<file path="config.mk">
export PLATFORM = sky130hd
export DESIGN_NAME = switch_box_config_loader_flat
export DESIGN_NICKNAME = d
export VERILOG_FILES = /design/src/rtl/switch_box_config_loader_if.sv /design/src/rtl/switch_box_config_loader.sv /design/src/flat_wrapper.sv
export SDC_FILE = /design/constraint.sdc
export NUM_CORES = 1
export LEC_CHECK = 0
export ABC_AREA = 1
export ABC_CLOCK_PERIOD_IN_PS = 1420
export BUFFER_PORTS_ARGS = -buffer_cell sky130_fd_sc_hd__buf_2
export CAP_MARGIN = 20
export CORE_MARGIN = 2
export CORE_UTILIZATION = 37
export DETAILED_ROUTE_END_ITERATION = 16
export PLACE_DENSITY_LB_ADDON = 0.12
export REMOVE_ABC_BUFFERS = 1
export SKIP_LAST_GASP = 1
export SLEW_MARGIN = 25
export SYNTH_ARGS = -nofsm -noshare
export SYNTH_HDL_FRONTEND = slang
export SYNTH_SLANG_ARGS = --single-unit
</file>
<file path="constraint.sdc">
create_clock -name clk -period 1.42 [get_ports clk]
set_input_delay 0.284 -clock clk [delete_from_list [all_inputs] [get_ports clk]]
set_output_delay 0.284 -clock clk [all_outputs]
set_load 0.05 [all_outputs]
</file>
<file path="src/rtl/switch_box_config_loader_if.sv">
// Configuration beat channel into the switch-box config loader.
interface switch_box_config_loader_if #(
    parameter int DW = 8
) ();
    logic          cfg_start;
    logic          cfg_valid;
    logic [DW-1:0] cfg_data;
    logic          cfg_ready;

    modport master (output cfg_start, output cfg_valid, output cfg_data, input cfg_ready);
    modport slave  (input cfg_start, input cfg_valid, input cfg_data, output cfg_ready);
endinterface

</file>
<file path="src/rtl/switch_box_config_loader.sv">
// Streams DW-bit beats into a shadow register and commits them atomically to switch-box config c.
// Define CFG_CHECK_EN to require a trailing XOR checksum beat before commit.
module switch_box_config_loader #(
    parameter  int WS     = 7,
    parameter  int WD     = 6,
    parameter  int DW     = 8,
    localparam int CW     = WS*6 + WD/2*6,
    localparam int NBEATS = (CW + DW - 1) / DW,
    localparam int BCW    = (NBEATS > 1) ? $clog2(NBEATS) : 1
) (
    input  logic                      clk,
    input  logic                      rst_n,
    switch_box_config_loader_if.slave cfg,
    output logic [CW-1:0]             c,
    output logic                      cfg_busy,
    output logic                      cfg_done,
    output logic                      cfg_err
);
`ifdef CFG_CHECK_EN
    typedef enum logic [1:0] {IDLE, LOAD, CHECK, COMMIT} state_t;
`else
    typedef enum logic [1:0] {IDLE, LOAD, COMMIT} state_t;
`endif

    state_t         state, state_nx;
    logic [BCW-1:0] beat_cnt;
    logic [CW-1:0]  shadow;
    logic           ready, accept, restart, last_beat;

`ifdef CFG_CHECK_EN
    assign ready = (state == LOAD) || (state == CHECK);
`else
    assign ready = (state == LOAD);
`endif
    assign accept    = cfg.cfg_valid && ready;
    // A start during COMMIT is ignored so the switch box always gets a complete config.
    assign restart   = cfg.cfg_start && (state != COMMIT);
    assign last_beat = (beat_cnt == BCW'(NBEATS-1));
    assign cfg.cfg_ready = ready;
    assign cfg_busy  = (state != IDLE);

`ifdef CFG_CHECK_EN
    logic [DW-1:0] csum;
    logic          csum_ok;
    logic          err_q;

    assign csum_ok = (cfg.cfg_data == csum);
    assign cfg_err = err_q;

    always_ff @(posedge clk) begin
        if (!rst_n) begin
            csum  <= '0;
            err_q <= 1'b0;
        end else if (restart) begin
            csum  <= '0;
            err_q <= 1'b0;
        end else if (accept && state == LOAD) begin
            csum <= csum ^ cfg.cfg_data;
        end else if (accept && state == CHECK && !csum_ok) begin
            err_q <= 1'b1;
        end
    end
`else
    assign cfg_err = 1'b0;
`endif

    always_ff @(posedge clk) begin
        if (!rst_n) state <= IDLE;
        else        state <= state_nx;
    end

    always_comb begin
        state_nx = state;
        if (restart) begin
            state_nx = LOAD;
        end else begin
            case (state)
                LOAD: if (accept && last_beat) begin
`ifdef CFG_CHECK_EN
                    state_nx = CHECK;
`else
                    state_nx = COMMIT;
`endif
                end
`ifdef CFG_CHECK_EN
                CHECK: if (accept) state_nx = csum_ok ? COMMIT : IDLE;
`endif
                COMMIT:  state_nx = IDLE;
                default: state_nx = state;
            endcase
        end
    end

    // Shadow is sized to CW; bits of the last beat beyond CW have no home and fall away.
    always_ff @(posedge clk) begin
        if (!rst_n) begin
            c        <= '0;
            beat_cnt <= '0;
            cfg_done <= 1'b0;
        end else begin
            cfg_done <= 1'b0;
            if (restart) begin
                beat_cnt <= '0;
            end else if (accept && state == LOAD) begin
                for (int i = 0; i < CW; i++)
                    if (i / DW == int'(beat_cnt)) shadow[i] <= cfg.cfg_data[i % DW];
                beat_cnt <= last_beat ? '0 : beat_cnt + 1'b1;
            end
            if (state == COMMIT) begin
                c        <= shadow;
                cfg_done <= 1'b1;
            end
        end
    end
endmodule

</file>
<file path="src/flat_wrapper.sv">
// flat-port wrapper written by rule: the top's interface ports become plain ports
module switch_box_config_loader_flat 
#(
    parameter  int WS     = 7,
    parameter  int WD     = 6,
    parameter  int DW     = 8,
    localparam int CW     = WS*6 + WD/2*6,
    localparam int NBEATS = (CW + DW - 1) / DW,
    localparam int BCW    = (NBEATS > 1) ? $clog2(NBEATS) : 1
)
  (clk, rst_n, c, cfg_busy, cfg_done, cfg_err, cfg_cfg_start, cfg_cfg_valid, cfg_cfg_data, cfg_cfg_ready);
  switch_box_config_loader_if #(.DW(DW)) cfg_i ();
  input  logic clk;
  input  logic rst_n;
  output logic [CW-1:0] c;
  output logic cfg_busy;
  output logic cfg_done;
  output logic cfg_err;
  input wire logic [$bits(cfg_i.cfg_start)-1:0] cfg_cfg_start;
  input wire logic [$bits(cfg_i.cfg_valid)-1:0] cfg_cfg_valid;
  input wire logic [$bits(cfg_i.cfg_data)-1:0] cfg_cfg_data;
  output wire logic [$bits(cfg_i.cfg_ready)-1:0] cfg_cfg_ready;
  assign cfg_i.cfg_start = cfg_cfg_start;
  assign cfg_i.cfg_valid = cfg_cfg_valid;
  assign cfg_i.cfg_data = cfg_cfg_data;
  assign cfg_cfg_ready = cfg_i.cfg_ready;
  switch_box_config_loader #(.WS(WS), .WD(WD), .DW(DW)) u_core (.clk(clk), .rst_n(rst_n), .cfg(cfg_i), .c(c), .cfg_busy(cfg_busy), .cfg_done(cfg_done), .cfg_err(cfg_err));
endmodule
</file>
Yosys cells after proc, flatten, opt, wreduce, memory -nomap -nowiden

Cells that the tools add are included.

Register bits: 126
Input bits: 12
Output and inout bits: 64
Logic and storage cells: 53

Add/subtract/negate cells: 1
Eq/ne operators: 13
Mux-type cells: 5
Bitwise operators: 2
Reduce and logical (&&, ||, !) cells: 19

Operator list:

| operator                                            | number |
|---|---|
| AND reduction 4 bit                                 | 8 |
| equality test 3 bit, first input constant           | 4 |
| equality test 2 x 3 -> 1 bit, first input constant  | 2 |
| logical AND 1 bit                                   | 4 |
| inequality test 2 bit, second input constant        | 2 |
| one-hot mux 2 bit (2 select lines)                  | 1 |
| AND reduction 2 bit                                 | 2 |
| nonzero test 2 bit                                  | 2 |
| adder 3 x 1 -> 3 bit, second input constant         | 1 |
| equality test 1 x 3 -> 1 bit, first input constant  | 1 |
| equality test 3 bit, second input constant          | 1 |
| zero test 3 bit                                     | 1 |
| 2-to-1 mux 3 bit                                    | 1 |
| inequality test 3 bit, second input constant        | 1 |
| nonzero test 3 bit                                  | 1 |
| equality test 2 x 1 -> 1 bit, second input constant | 1 |
| equality test 2 bit, second input constant          | 1 |
| 2-to-1 mux 1 bit                                    | 2 |
| 2-to-1 mux 2 bit                                    | 1 |
| NOT 1 bit                                           | 2 |
| OR reduction 2 bit                                  | 1 |

Longest topological paths before layout

Word-level depth: 6
Gate-level depth with buffers: 7
Mapped depth without buffers: 7

Worst setup path before layout

No wires, ideal clock.

Kind: register to register
From: register u_core.state[0]
To: register u_core.beat_cnt[1]
Library setup time: 0.115 ns
Arrival time: 1.516 ns
Data required time: 1.305 ns
Slack: -0.211 ns
Stages on the path, launching flop included: 6
Buffers on the path: 0
Clock period less this slack: 1.631 ns
Path through: dfxtp_1 inv_2 nor2_1 nand2_1 nor2_1 nor2_1

Word-level cells in the longest chain between the ends: 3
Elaborated cells between the ends (all ways): 6
Classes of those cells: 2 x eq/ne; 4 x reduce/logical

Ends and longest elaborated chain:

| element                          | RTL line                        | source |
|---|---|---|
| start, declared                  | switch_box_config_loader.sv:25  | `state_t state, state_nx;` |
| start signal, assigned           | switch_box_config_loader.sv:69  | `else state <= state_nx;` |
| equality test 2 x 1 -> 1 bit (*) | switch_box_config_loader.sv:33  | `assign ready = (state == LOAD);` |
| named net cfg_cfg_ready          | flat_wrapper.sv:22              | `output wire logic [$bits(cfg_i.cfg_ready)-1:0] cfg_cfg_ready;` |
| logical AND 1 bit                | switch_box_config_loader.sv:35  | `assign accept = cfg.cfg_valid && ready;` |
| logical AND 1 bit (*)            | switch_box_config_loader.sv:104 | `end else if (accept && state == LOAD) begin` |
| end signal, assigned             | switch_box_config_loader.sv:107 | `beat_cnt <= last_beat ? '0 : beat_cnt + 1'b1;` |
| end, declared                    | switch_box_config_loader.sv:26  | `logic [BCW-1:0] beat_cnt;` |

The timed path passes the listed nets; every way through them passes the cells marked *.
A chain may end at the register's enable or synchronous reset.

Worst setup path after layout

From: register u_core.state[1]
To: output cfg_cfg_ready

Word-level cells in the longest chain between the ends: 1

Ends and longest elaborated chain:

| element                      | RTL line |
|---|---|
| equality test 2 x 1 -> 1 bit | switch_box_config_loader.sv:33 |
| end, declared                | flat_wrapper.sv:22 |

No other way between the ends.

==> results.txt <==
* Outcome: finished, final reports clean
- Summing all flip-flop and latch instances after layout gives 0.00313 mm².
* Leading post-synthesis cells by cell area: sky130_fd_sc_hd__edfxtp_1 (42%), sky130_fd_sc_hd__dfxtp_1 (31%), sky130_fd_sc_hd__nor2_1 (12%), sky130_fd_sc_hd__o21ai_0 (7.0%), sky130_fd_sc_hd__nand2_1 (1.9%)
* First-pass GRT wire length: 14.9 mm
- Area of the mapped netlist: 0.00429 mm²
- For this design the static power due to leakage is around 2.3 nW.
- For the worst-skew pair, the clock arrives at the later sink with an insertion delay of 400 ps.
- The floorplan has 39 rows.
- Average instance area after synthesis: around 11 µm²
- Type of the worst min-delay path: in -> reg
* # nets final: around 510
- Capture endpoint of the worst hold path: u_core.shadow[30]
* Violation count after the first detailed-route iteration: between 150 and 200
- Total clock sinks: around 130
- The final number of max-transition violations came to 0.
* GRT Util Overall: between 10% and 20%
- Total overflow reported by the global router: 0
- On the final layout, the worst clock skew is 8.98 ps.
- Clock Root Buffer: sky130_fd_sc_hd__clkbuf_16
- Register-to-Register Path Depth: 8
- Share of synthesized registers carrying an async set or reset: 0%
* Summed negative setup slack over all endpoints: 0 ps
- Clock transition at path regs: ~60 ps
* CTS max path bufs: 2
- Max-cap check violation count: 0
- Number of buffers added on ports: between 70 and 80
- Syn-to-layout area delta: 34.8%
- In the routed layout, each cell is associated on average with a via count of roughly 4.7.
- Peak supply drop: 0.736 mV
- The final hold violation count came to 0.
* Multi-input gate area: between 0.001 and 0.0015 mm²
- Fill cells in the final layout number 1032.
* Antenna Cells: 0
* End of the worst register-to-register path: u_core.shadow[32]
* Most frequent cell after synthesis: sky130_fd_sc_hd__nor2_1
- From bottom edge to top edge, the die measures 112 µm.
- Setup repair after global routing could not meet its margin everywhere.
- For the finished layout, the period the worst path requires is 1410 ps.
* Maximum number of pins on one net before global-route repair: between 60 and 70
* First-pass iteration count of the detailed router: 4
* Initial standard-cell utilization of the core: 37.8%
- Achievable frequency: 710 MHz
* Element type at the critical path start: flip-flop
* Crit Path Class: reg -> out
* WL/cell: approximately 15 µm
- Synthesized flop and latch total: 126
* Crit share post-route: 99.2%
- Die Outline Area: 0.0125 mm²
- STA classifies the critical path endpoint as an output pin.
- Count of final setup violators: 0
* Critical path required time: around 1100 ps
* Post-route DRC: 0
- Of the post-synthesis cell area, the dominant cell type holds between 40% and 50%.
- Share of cells above drive strength 1: 32.4%
- # IOs: 76
- The synthesized design contains 60 enable-type register cells.
- For this block, the via count after detailed routing is 3019.
- TritonCTS built the clock tree.
- Core area: 0.0114 mm²
* Final HPWL DP: 6.17 mm
- Ranking of synthesized cells by instance count: sky130_fd_sc_hd__nor2_1 (135), sky130_fd_sc_hd__dfxtp_1 (66), sky130_fd_sc_hd__edfxtp_1 (60), sky130_fd_sc_hd__o21ai_0 (60), sky130_fd_sc_hd__nand2_1 (22)
* Reg2reg setup slack: 10 ps
- Final core occ: between 50% and 60%
- The startpoint identified for the worst hold timing path is cfg_cfg_data[6].
- TritonCTS created 17 clock buffers.
* Total wire length: 9.68 mm
- Via count of the first global-routing pass: 2967
* Max H-tree Level: 4
- Worst flop-to-flop path startpoint: u_core.state[1]
- Share of the yosys chip area belonging to registers: 72.7%
* Maximum fanout encountered on the critical timing path: 4
- Worst hold path cell count: 1
- After technology mapping, the gate count stands at 385.
* Number of antenna violations at the first check in global routing: 0
- Power per standard cell area: 1430 mW/mm²
* Number of nets with antenna violations after routing: 0
- Most area-hungry cell type in the Yosys netlist: sky130_fd_sc_hd__edfxtp_1
* Arrival time of data at the critical path endpoint: ~1100 ps
- Horiz. Die Dim: about 110 µm
- Top flip-flop cell by instance count after synthesis: sky130_fd_sc_hd__dfxtp_1
- Yosys warning count: 0
* Last weighted congestion value of the routability-driven placer: between 0.7 and 0.8
- Number of distinct standard cells referenced by the synthesized netlist: 17
==> metal layers <==
layer | routed length, µm | GRT usage (%) | vias up
met2 | 4790 | 25.7 | 67
met1 | 4270 | 18.9 | 1456
met5 | 0 | 0 | -
met4 | 174 | 7.08 | 0
li1 | - | - | 1485
met3 | 443 | 5.17 | 11
==> kinds of logic (layout without fill, tap and decap cells) <==
kind of cell    count (synthesis)  in the layout  share of synthesized area (%)
fa+ha+maj                       6              6                           1.75
other cells                     1              1                         0.0874
simple gates                  159            159                           14.1
buf+inv                        30            145                           3.93
compound gates                 63             63                           7.34
flops                         126            126                           72.7
==> cells in the final DEF, fill, tap and decap left out, types with 3 or more instances in the layout <==
| cell type | synthesis | layout |
|---|---|---|
| sky130_fd_sc_hd__dfxtp_1 | 66 | 62 |
| sky130_fd_sc_hd__clkbuf_16 | 0 | 18 |
| sky130_fd_sc_hd__edfxtp_1 | 60 | 60 |
| sky130_fd_sc_hd__nor2_2 | 0 | 4 |
| sky130_fd_sc_hd__inv_1 | 8 | 7 |
| sky130_fd_sc_hd__buf_4 | 1 | 12 |
| sky130_fd_sc_hd__buf_6 | 6 | 11 |
| sky130_fd_sc_hd__o21ai_0 | 60 | 60 |
| sky130_fd_sc_hd__a21oi_1 | 3 | 3 |
| sky130_fd_sc_hd__buf_2 | 5 | 72 |
| sky130_fd_sc_hd__nor2_4 | 0 | 6 |
| sky130_fd_sc_hd__clkinv_4 | 0 | 7 |
| sky130_fd_sc_hd__nand2_1 | 22 | 14 |
| sky130_fd_sc_hd__ha_1 | 6 | 5 |
| sky130_fd_sc_hd__nor2_1 | 135 | 125 |
| sky130_fd_sc_hd__nand2_4 | 1 | 6 |
| sky130_fd_sc_hd__buf_8 | 0 | 3 |
==> sequential cells by signal (all words and copies together) (netlist names) <==
| name | count |
|---|---|
| u_core.state | 2 |
| u_core.c | 60 |
| u_core.beat_cnt | 3 |
| u_core.cfg_done | 1 |
| u_core.shadow | 60 |
==> report_power, final <==
| group | internal [W] | switching (W) | total [W] | leakage, nW |
|---|---|---|---|---|
| registers | 0.00381 | 0.00000843 | 0.00382 | 1.07 |
| logic | 0.0000791 | 0.000157 | 0.000236 | 0.986 |
| clock network | 0.00261 | 0.00161 | 0.00422 | 0.285 |
| total | 0.00649 | 0.00178 | 0.00827 | 2.34 |
==> stage by stage <==
stage               cells  total power, W  hold slack (ps)  area (µm²)  setup slack [ps]
floorplan             366         0.00398              383        4170              -290
global placement      604         0.00408              462        4910             -43.1
detailed placement    604         0.00408              467        4910             -54.8
CTS                   639         0.00835              148        5600             -13.9
global route          643         0.00858              147        5790             -40.4
finish                643         0.00827              173        5790              11.3
==> worst max path at each step <==
stage	start	end	slack, ps	cells past startpoint
finish	u_core.state[1]	cfg_cfg_ready	10	3
global route	u_core.state[0]	cfg_cfg_ready	-40	3
CTS	u_core.state[1]	cfg_cfg_ready	-10	3
detailed placement	u_core.state[0]	u_core.shadow[27]	-50	7
global placement	u_core.state[1]	u_core.shadow[27]	-40	6
floorplan	u_core.state[1]	u_core.shadow[0]	-290	6
==> what timing repair did <==
item                                    CTS  global route
gates resized for setup                  26            38
pin swaps                                 2             8
cloned                                    0             1
hold buffers                              0             0
setup buffers                             3             3
endpoints found under the setup margin   58            91
==> worst max-delay path, cell delays in order (launching register included) <==
cell and delay [ps]:
sky130_fd_sc_hd__dfxtp_4 360, sky130_fd_sc_hd__buf_6 120, sky130_fd_sc_hd__nor2_4 90, sky130_fd_sc_hd__buf_8 150
==> cell type report <==
type	count	share of cell area (%)
Inverter	11	0.930
Tap cell	143	3.09
Sequential cell	126	54.1
Multi-Input combinational cell	229	19.3
Clock buffer	17	7.35
Clock inverter	15	2.88
Timing Repair Buffer	102	12.3
Note: power is estimated with default switching activity, not from simulation.
